$ cat config.mk
export PLATFORM = sky130hd
export DESIGN_NAME = sid_paddle_flat
export DESIGN_NICKNAME = d
export VERILOG_FILES = /design/src/rtl/sid_pkg.sv /design/src/rtl/sid_paddle_if.sv /design/src/rtl/sid_paddle_ch.sv /design/src/rtl/sid_paddle.sv /design/src/flat_wrapper.sv
export SDC_FILE = /design/constraint.sdc
export NUM_CORES = 1
export LEC_CHECK = 0
export BUFFER_PORTS_ARGS = -buffer_cell sky130_fd_sc_hd__buf_2
export CORE_MARGIN = 2
export CORE_UTILIZATION = 55
export DETAILED_ROUTE_END_ITERATION = 8
export PLACE_DENSITY = 0.79
export SETUP_SLACK_MARGIN = 0.1
export SYNTH_ARGS = -nofsm -noshare
export SYNTH_HDL_FRONTEND = slang
export SYNTH_SLANG_ARGS = --single-unit
$ cat constraint.sdc
create_clock -name clk -period 2.9 [get_ports clk]
set_input_delay 0.725 -clock clk [delete_from_list [all_inputs] [get_ports clk]]
set_output_delay 0.725 -clock clk [all_outputs]
set_load 0.03 [all_outputs]
$ cat src/rtl/sid_pkg.sv
// Shared SID types: phase vector, POT block handshake structs and paddle channel state.
package sid;
  localparam int PHI1      = 0;
  localparam int PHI2_PHI1 = 1;
  localparam int PHI2      = 2;
  localparam int PHI1_PHI2 = 3;

  typedef logic [3:0] phase_t;

  typedef struct packed {
    logic [1:0] discharge;
  } pot_o_t;

  typedef struct packed {
    logic [1:0] charged;
  } pot_i_t;

  typedef enum logic [1:0] {IDLE, DISCH, CHARGING, FULL} paddle_state_t;

  localparam logic [7:0] PADDLE_DISCONNECTED = 8'hFF;

  // Targets 0 and 1 both read back as 1, so they are full on the entry tick.
  function automatic logic short_target(input logic [7:0] target);
    return target <= 8'd1;
  endfunction

  // Charged goes high one tick early so the POT counter stops exactly on target.
  function automatic logic charge_match(input logic [7:0] count, input logic [7:0] target);
    return (target != PADDLE_DISCONNECTED) && (count != 8'hFF) &&
           ((count + 8'd1) == (target - 8'd1));
  endfunction
endpackage

$ cat src/rtl/sid_paddle_if.sv
// Position pair handshake between the paddle source and sid_paddle.
interface sid_paddle_if;
  logic [1:0][7:0] pos;
  logic            pos_valid;
  logic            pos_ready;

  modport master (output pos, output pos_valid, input pos_ready);
  modport slave  (input pos, input pos_valid, output pos_ready);
endinterface

$ cat src/rtl/sid_paddle_ch.sv
// One emulated RC paddle channel: charge timer and comparator output.
// state    | meaning
// IDLE     | after reset, no round seen yet
// DISCH    | POT block is discharging the cap
// CHARGING | counting ticks toward target
// FULL     | comparator tripped, charged held high
module sid_paddle_ch
  import sid::*;
(
  input  logic       clk,
  input  logic       rst,
  input  logic       tick,
  input  logic       discharge,
  input  logic       pend_valid,
  input  logic [7:0] pend_target,
  output logic       charged,
  output logic       load
);
  paddle_state_t state_q, state_d;
  logic [7:0]    count_q, count_d;
  logic [7:0]    target_q, target_d;
  logic          charged_q, charged_d;

  always_ff @(posedge clk) begin
    if (rst) begin
      state_q   <= IDLE;
      count_q   <= '0;
      target_q  <= PADDLE_DISCONNECTED;
      charged_q <= 1'b0;
    end else begin
      state_q   <= state_d;
      count_q   <= count_d;
      target_q  <= target_d;
      charged_q <= charged_d;
    end
  end

  always_comb begin
    state_d   = state_q;
    count_d   = count_q;
    target_d  = target_q;
    charged_d = charged_q;
    load      = 1'b0;
    if (tick) begin
      if (discharge) begin
        state_d   = DISCH;
        count_d   = '0;
        charged_d = 1'b0;
      end else begin
        case (state_q)
          IDLE, DISCH: begin
            state_d   = CHARGING;
            count_d   = '0;
            charged_d = 1'b0;
            if (pend_valid) begin
              target_d = pend_target;
              load     = 1'b1;
            end
            if (short_target(target_d)) begin
              charged_d = 1'b1;
              state_d   = FULL;
            end
          end
          CHARGING: begin
            if (count_q != 8'hFF) count_d = count_q + 8'd1;
            if (charge_match(count_q, target_q)) begin
              charged_d = 1'b1;
              state_d   = FULL;
            end
          end
          FULL:    state_d = FULL;
          default: state_d = IDLE;
        endcase
      end
    end
  end

  assign charged = charged_q;
endmodule

$ cat src/rtl/sid_paddle.sv
// Paddle emulator top: pending position pair, handshake and two RC channels.
module sid_paddle
  import sid::*;
(
  input  logic   clk,
  input  logic   rst,
  input  phase_t phase,
  input  pot_o_t pot_o,
  output pot_i_t pot_i,
  sid_paddle_if.slave pos_bus
);
  logic            tick;
  logic            unused_phase;
  logic            pend_q;
  logic [1:0][7:0] pend_pos_q;
  logic [1:0]      loaded_q;
  logic [1:0]      load;
  logic [1:0]      charged;

  assign tick         = phase[PHI2_PHI1];
  assign unused_phase = ^phase;
  assign pos_bus.pos_ready = ~pend_q;

  // The pair stays pending until each channel has latched it on its own release.
  always_ff @(posedge clk) begin
    if (rst) begin
      pend_q     <= 1'b0;
      pend_pos_q <= '0;
      loaded_q   <= '0;
    end else if (pend_q) begin
      if (&(loaded_q | load)) begin
        pend_q   <= 1'b0;
        loaded_q <= '0;
      end else begin
        loaded_q <= loaded_q | load;
      end
    end else if (pos_bus.pos_valid) begin
      pend_q     <= 1'b1;
      pend_pos_q <= pos_bus.pos;
      loaded_q   <= '0;
    end
  end

  sid_paddle_ch u_ch0 (
    .clk         (clk),
    .rst         (rst),
    .tick        (tick),
    .discharge   (pot_o.discharge[0]),
    .pend_valid  (pend_q & ~loaded_q[0]),
    .pend_target (pend_pos_q[0]),
    .charged     (charged[0]),
    .load        (load[0])
  );

  sid_paddle_ch u_ch1 (
    .clk         (clk),
    .rst         (rst),
    .tick        (tick),
    .discharge   (pot_o.discharge[1]),
    .pend_valid  (pend_q & ~loaded_q[1]),
    .pend_target (pend_pos_q[1]),
    .charged     (charged[1]),
    .load        (load[1])
  );

  assign pot_i.charged = charged;
endmodule

$ cat src/flat_wrapper.sv
// flat-port wrapper written by rule: the top's interface ports become plain ports
module sid_paddle_flat import sid::*;
  (clk, rst, phase, pot_o, pot_i, pos_bus_pos, pos_bus_pos_valid, pos_bus_pos_ready);
  sid_paddle_if pos_bus_i ();
  input  logic clk;
  input  logic rst;
  input  phase_t phase;
  input  pot_o_t pot_o;
  output pot_i_t pot_i;
  input wire logic [$bits(pos_bus_i.pos)-1:0] pos_bus_pos;
  input wire logic [$bits(pos_bus_i.pos_valid)-1:0] pos_bus_pos_valid;
  output wire logic [$bits(pos_bus_i.pos_ready)-1:0] pos_bus_pos_ready;
  assign pos_bus_i.pos = pos_bus_pos;
  assign pos_bus_i.pos_valid = pos_bus_pos_valid;
  assign pos_bus_pos_ready = pos_bus_i.pos_ready;
  sid_paddle u_core (.clk(clk), .rst(rst), .phase(phase), .pot_o(pot_o), .pot_i(pot_i), .pos_bus(pos_bus_i));
endmodule
Yosys cells after proc, flatten, opt, wreduce, memory -nomap -nowiden
Cells that the tools add are included.
{"block": "word_totals", "out_inout_bits": 3, "mem_count": 0, "latchBits": 0, "elab_cells": 107, "mem_bits_ro": 0, "mem_bits_rw": 0, "inputBits": 25, "regBits": 57}
{"block": "classes", "mul": 0, "div": 0, "n_addsub": 4, "mux": 44, "bitwise": 8, "n_reduce_logical": 21, "eq_ne": 16, "order_cmp": 2, "shifts": 0}
{"cell": "$mux 8", "count": 12}
{"cell": "$ne 8x8->1 const B", "count": 4}
{"cell": "$pmux 8 s2", "count": 2}
{"cell": "$mux 1", "count": 19}
{"cell": "$reduce_and 3->1", "count": 6}
{"cell": "$add 8x1->8 const B", "count": 2}
{"cell": "$eq 8x8->1", "count": 2}
{"cell": "$le 8x1->1 const B", "count": 2}
{"cell": "$sub 8x1->8 const B", "count": 2}
{"cell": "$mux 2", "count": 7}
{"cell": "$ne 3x3->1 const B", "count": 4}
{"cell": "$pmux 2 s3", "count": 2}
{"cell": "$eq 2x2->1 const B", "count": 4}
{"cell": "$reduce_and 2->1", "count": 4}
{"cell": "$reduce_bool 3->1", "count": 2}
{"cell": "$not 1->1", "count": 5}
{"cell": "$eq 2x1->1 const B", "count": 2}
{"cell": "$logic_and 1x1->1", "count": 4}
{"cell": "$logic_not 2->1", "count": 2}
{"cell": "$pmux 1 s2", "count": 2}
{"cell": "$reduce_or 2->1", "count": 2}
{"cell": "$and 1x1->1", "count": 2}
{"cell": "$or 2x2->2", "count": 1}
{"cell": "$reduce_bool 2->1", "count": 1}

Logic depth before layout (Yosys ltp)
{"block": "logic_depth", "word_depth": 10, "depth_mapped": 8, "ltp_nobuf": 8}

Modules after synthesis
A second synthesis with hierarchy kept.
{"block": "unflattened", "cells_unflattened": 395, "area_unflattened_um2": 3176.8}
{"mod": "sid_paddle_ch (u_core.u_ch1)", "n_inst": 1, "cells_per_inst": 158, "area_per_inst_um2": 1244.9}
{"mod": "sid_paddle_ch (u_core.u_ch0)", "n_inst": 1, "cells_per_inst": 148, "area_per_inst_um2": 1159.9}
{"mod": "sid_paddle", "n_inst": 1, "cells_per_inst": 89, "area_per_inst_um2": 772.0}

Worst setup path after synthesis
Ideal clock, no wire load.
{"block": "synth_timing", "path_type": "reg-to-reg", "startpoint": "register u_core.u_ch0.count_q[0]", "endpoint": "register u_core.u_ch0.charged_q, in the netlist u_core.u_ch0.charged", "stages_incl_launch_ff": 8, "setup_slack_ps": 285, "path_buffers": 0, "synth_period_minus_slack_ps": 2615, "t_arrival_ps": 2488, "path_cell_list": "dfxtp_1 -> ha_1 -> nand3_1 -> or3_2 -> a22o_1 -> a221o_1 -> o311a_1 -> or3_1"}
{"block": "synth_via", "elab_chain_cells": 5, "elab_cells_between_ends": 7}
{"element": "start, declared", "line": "sid_paddle_ch.sv:20", "text": "logic [7:0] count_q, count_d;"}
{"element": "start signal, assigned", "line": "sid_paddle_ch.sv:32", "text": "count_q <= count_d;"}
{"element": "$add 8x1->8 or $ne 8x8->1 (tied branches)", "line": "sid_pkg.sv:30, sid_pkg.sv:29"}
{"element": "$eq 8x8->1 or $logic_and 1x1->1 (tied branches)", "line": "sid_pkg.sv:30, sid_pkg.sv:29"}
{"element": "$logic_and 1x1->1 (*)", "line": "sid_pkg.sv:29", "text": "return (target != PADDLE_DISCONNECTED) && (count != 8'hFF) &&"}
{"element": "$ne 3x3->1 (no line) (*)"}
{"element": "$reduce_and 3->1 (no line) (*)"}
{"element": "end signal, assigned", "line": "sid_paddle_ch.sv:34", "text": "charged_q <= charged_d;"}
{"element": "end, declared", "line": "sid_paddle_ch.sv:22", "text": "logic charged_q, charged_d;"}
Mark *: on every way between the ends. The rest lies on a longest branch, timed or not.
A chain may end at the register's enable or synchronous reset.

Worst setup path in the final report
{"block": "layout_timing", "startpoint": "register u_core.u_ch0.target_q[3]", "endpoint": "register u_core.u_ch0.charged_q, in the netlist u_core.u_ch0.charged"}
{"block": "layout_via", "elab_chain_cells": 8, "elab_cells_between_ends": 15}
{"element": "start, declared", "line": "sid_paddle_ch.sv:21", "text": "logic [7:0] target_q, target_d;"}
{"element": "start signal, assigned", "line": "sid_paddle_ch.sv:33", "text": "target_q <= target_d;"}
{"element": "$mux 8", "line": "sid_paddle_ch.sv:55", "text": "if (pend_valid) begin"}
{"element": "$mux 8", "line": "sid_paddle_ch.sv:50", "text": "case (state_q)"}
{"element": "$mux 8", "line": "sid_paddle_ch.sv:45", "text": "if (discharge) begin"}
{"element": "$mux 8", "line": "sid_paddle_ch.sv:44", "text": "if (tick) begin"}
{"element": "$le 8x1->1", "line": "sid_pkg.sv:24", "text": "return target <= 8'd1;"}
{"element": "$mux 1", "line": "sid_paddle_ch.sv:59", "text": "if (short_target(target_d)) begin"}
{"element": "$pmux 1 s2", "line": "sid_paddle_ch.sv:50"}
{"element": "$mux 1", "line": "sid_paddle_ch.sv:45"}
Parallel ways exist; a longest one is shown, timed or not. The select of a mux whose other input is x is not followed.

==> impl_metrics.toml <==
[synth]
synth_cells = 390
synthArstFlopShare_pct = 0
yosys_warnings = 0
ys_types = 53
syn-cell-area_mm2 = 0.00311
synth-edff-count = 0
synth_ff_type = "dfxtp_1"
ys_seq_area_share_pct = 36.7
synth_nets = 421
syn_area_per_cell_um2 = 7.97
synth.ff_latch_count = 57

[pwr]
power.leakage_nw = 1.37
vdd_drop_max_v = 0.000387
power.density_mw_per_mm2 = 555

[grt]
top_usage_layer = "met2"
grt_pass1_vias = 2650
grt_pass1_wl_mm = 12.0
met1_usage_pct = 31.3
grt_usage_pct = 23.8
use_met2_pct = 36.5
antenna_found_initial = 0
grt_max_degree = 49
overflow = 0
grt_use_met3_pct = 5.00

[sta]
finalCritPeriodShare_pct = 91.3
post-route-min-period_ps = 2650
slew_headroom_pct = 58.9
hold_viol = 0
whs_ps = 467
fin_skew_ps = 8.40
rsz0062_at_grt = "false"
tightest_slew_ps = 613
slew_violations = 0
setup_viol = 0
tns_ps = 0
fmax_mhz = 378

[routing]
routed_wl_mm = 6.84
drtIter0Drc = 304
ant_nets = 0
drcViolationCount = 0
num_vias = 2871
drt_pre_antenna_iters = 4
wl_per_cell_um = 13.9
viasPerCell = 5.85

[cts]
htreeDepth = 3
cts.sinks = 57
cts_tree = "yes"
cts-hold-fix-buffers = 0
path_clk_slew_ps = 70
ctsRootBufferMaster = "clkbuf_8"
clock_latency_ps = 340
numCtsBuffers = 9
cts_buffer_depth = 2

[setup_path]
cp_common_cell = "or3_1"
path_cells = "or3_1 > or3_1 > a22o_1 > a221o_1 > o311a_1 > or3_1"
crit_fanout = 7
worstSetupEndpointType = "flip-flop"
critical_path_class = "reg -> reg"
ff2ff_path_depth = 6
reg2reg_from = "u_core.u_ch0.target_q[3]"
cp_data_arrival_time_ps = 2870
crit_slowest_cell = "or3_1"
cp_top_family = "simple AND/OR/NAND/NOR gates"
cp-start-kind = "flip-flop"
r2r-end = "u_core.u_ch0.charged"
r2r_setup_slack_ps = 250
required_ps = 3120
path_buf_inv = 0
slowest_delay_ps = 470

[layout]
multi_input_area_mm2 = 0.00185
diodes = 0
seqCellArea_mm2 = 0.00114
area_growth_pct = 14.2
final_cell_mix = "nand2_1 (56), dfxtp_1 (56), a21oi_1 (40)"
fillers = 486
final_area_mm2 = 0.00355
nNetsFinal = 445
final_cells = 491
drive_gt1_share_pct = 13.6

[worst_hold_path]
min_path_type = "reg -> reg"
hp-start = "u_core.pend_pos_q[4]"
worstHoldPathCells = 2
hold_end = "u_core.pend_pos_q[4]"

[floorplan]
io_pins = 28
die_x_um = 79.2
start_util_pct = 56.8
rows = 27
core_area_mm2 = 0.00547
die_area_mm2 = 0.00627
fp.dieH_um = 79.2

[place]
finalWeightedCongestion = 0.906
dp.cells = 475
place_area_mm2 = 0.00329
dpl.hpwl_mm = 4.79
io_buffers = 24

[job]
maxCapViolations = 0

[outcome]
status = "finished clean"
==> flip-flops by register name, summed over array words and instances, names as in the netlist <==
signal	flops
u_core.pend_q	1
u_core.u_ch1.charged	1
u_core.loaded_q	2
u_core.u_ch1.target_q	8
u_core.u_ch0.state_q	2
u_core.u_ch0.charged	1
u_core.u_ch0.count_q	8
u_core.pend_pos_q	16
u_core.u_ch1.count_q	8
u_core.u_ch1.state_q	2
u_core.u_ch0.target_q	8
==> worst max path at each step <==
| stage | from | to | slack (ps) | cells past startpoint |
|---|---|---|---|---|
| after CTS | u_core.u_ch0.count_q[0] | u_core.u_ch0.charged | 170 | 7 |
| final | u_core.u_ch0.target_q[3] | u_core.u_ch0.charged | 250 | 6 |
| after floorplan | u_core.u_ch0.count_q[0] | u_core.u_ch0.charged | 280 | 7 |
| after global routing | u_core.u_ch0.target_q[3] | u_core.u_ch0.charged | 150 | 6 |
| after detailed placement | u_core.u_ch0.count_q[0] | u_core.u_ch0.charged | 180 | 7 |
| after global placement | u_core.u_ch0.count_q[0] | u_core.u_ch0.charged | 250 | 7 |
==> worst register-to-register path: cells and delay by family (launching register included) <==
| family | cells | cell delay [ps] |
|---|---|---|
| AND/OR/NAND/NOR | 3 | 1230 |
| AO/OA/AOI/OAI | 3 | 920 |
| flip-flops | 1 | 390 |
==> cell usage after synthesis (2+ instances only) <==
| library cell | number | area (µm²) |
|---|---|---|
| ha_1 | 6 | 75.1 |
| and3_1 | 7 | 43.8 |
| dfxtp_1 | 57 | 1140 |
| inv_2 | 2 | 7.51 |
| nand4_1 | 5 | 31.3 |
| clkbuf_1 | 14 | 52.6 |
| xnor2_1 | 23 | 201 |
| nor2b_1 | 7 | 43.8 |
| o21ai_0 | 5 | 25.0 |
| a211oi_1 | 2 | 15.0 |
| a311o_1 | 2 | 20.0 |
| inv_1 | 6 | 22.5 |
| nand2b_1 | 5 | 31.3 |
| o31ai_1 | 2 | 15.0 |
| a211o_1 | 8 | 70.1 |
| nor2_1 | 31 | 116 |
| nand3b_1 | 9 | 67.6 |
| nor4_1 | 5 | 31.3 |
| o21ai_1 | 14 | 70.1 |
| nand3_1 | 11 | 55.1 |
| nor3_1 | 12 | 60.1 |
| a21oi_1 | 40 | 200 |
| or4_1 | 4 | 30.0 |
| or3_1 | 10 | 62.6 |
| buf_1 | 2 | 7.51 |
| nand4b_1 | 2 | 17.5 |
| buf_4 | 2 | 15.0 |
| and2_1 | 3 | 18.8 |
| a21o_1 | 2 | 15.0 |
| xor2_1 | 10 | 87.6 |
| nor3b_1 | 5 | 37.5 |
| nand2_1 | 56 | 210 |
==> cell type report <==
| class | count | share of cell area (%) |
|---|---|---|
| inverters | 8 | 0.846 |
| well taps | 72 | 2.54 |
| multi-input cells | 306 | 52.2 |
| repair buffers | 32 | 5.07 |
| clock buffers | 12 | 4.37 |
| flip-flops and latches | 57 | 32.2 |
| clock inverters | 4 | 2.78 |
==> cell families (layout without fill, tap and decap cells) <==
logic type	Yosys count	count (layout)	share of synthesized area, %
AO/OA/AOI/OAI	87	87	17.0
XOR/XNOR	34	34	10.0
adder cells (fa/ha/maj)	6	6	2.41
buffers and inverters	27	56	3.74
flip-flops	57	57	36.7
AND/OR/NAND/NOR	179	179	30.1
==> metal layers <==
metal,routed length [µm],vias up
li1,-,1428
met1,3260,1340
met2,3100,81
met3,314,22
met4,169,0
met5,0,-
==> power breakdown <==
group | switching [W] | leakage (nW) | internal [W]
registers | 0.0000337 | 0.466 | 0.000814
logic | 0.000104 | 0.777 | 0.0000768
clock network | 0.000324 | 0.127 | 0.000620
total | 0.000462 | 1.37 | 0.00151
==> stage by stage <==
step	utilization [%]	total power, W	worst slack [ps]
after global placement	60.2	0.00104	246
after global routing	64.9	0.00204	151
after floorplan	-	0.000991	285
after CTS	64.8	0.00198	169
after detailed placement	60.2	0.00104	180
final	64.9	0.00197	251
==> what timing repair did <==
item	4_1_cts	5_1_grt
buffers inserted	0	0
gates resized for setup	0	2
endpoints found under the setup margin	0	1
No activity file was read; power rests on OpenSTA's default activity.
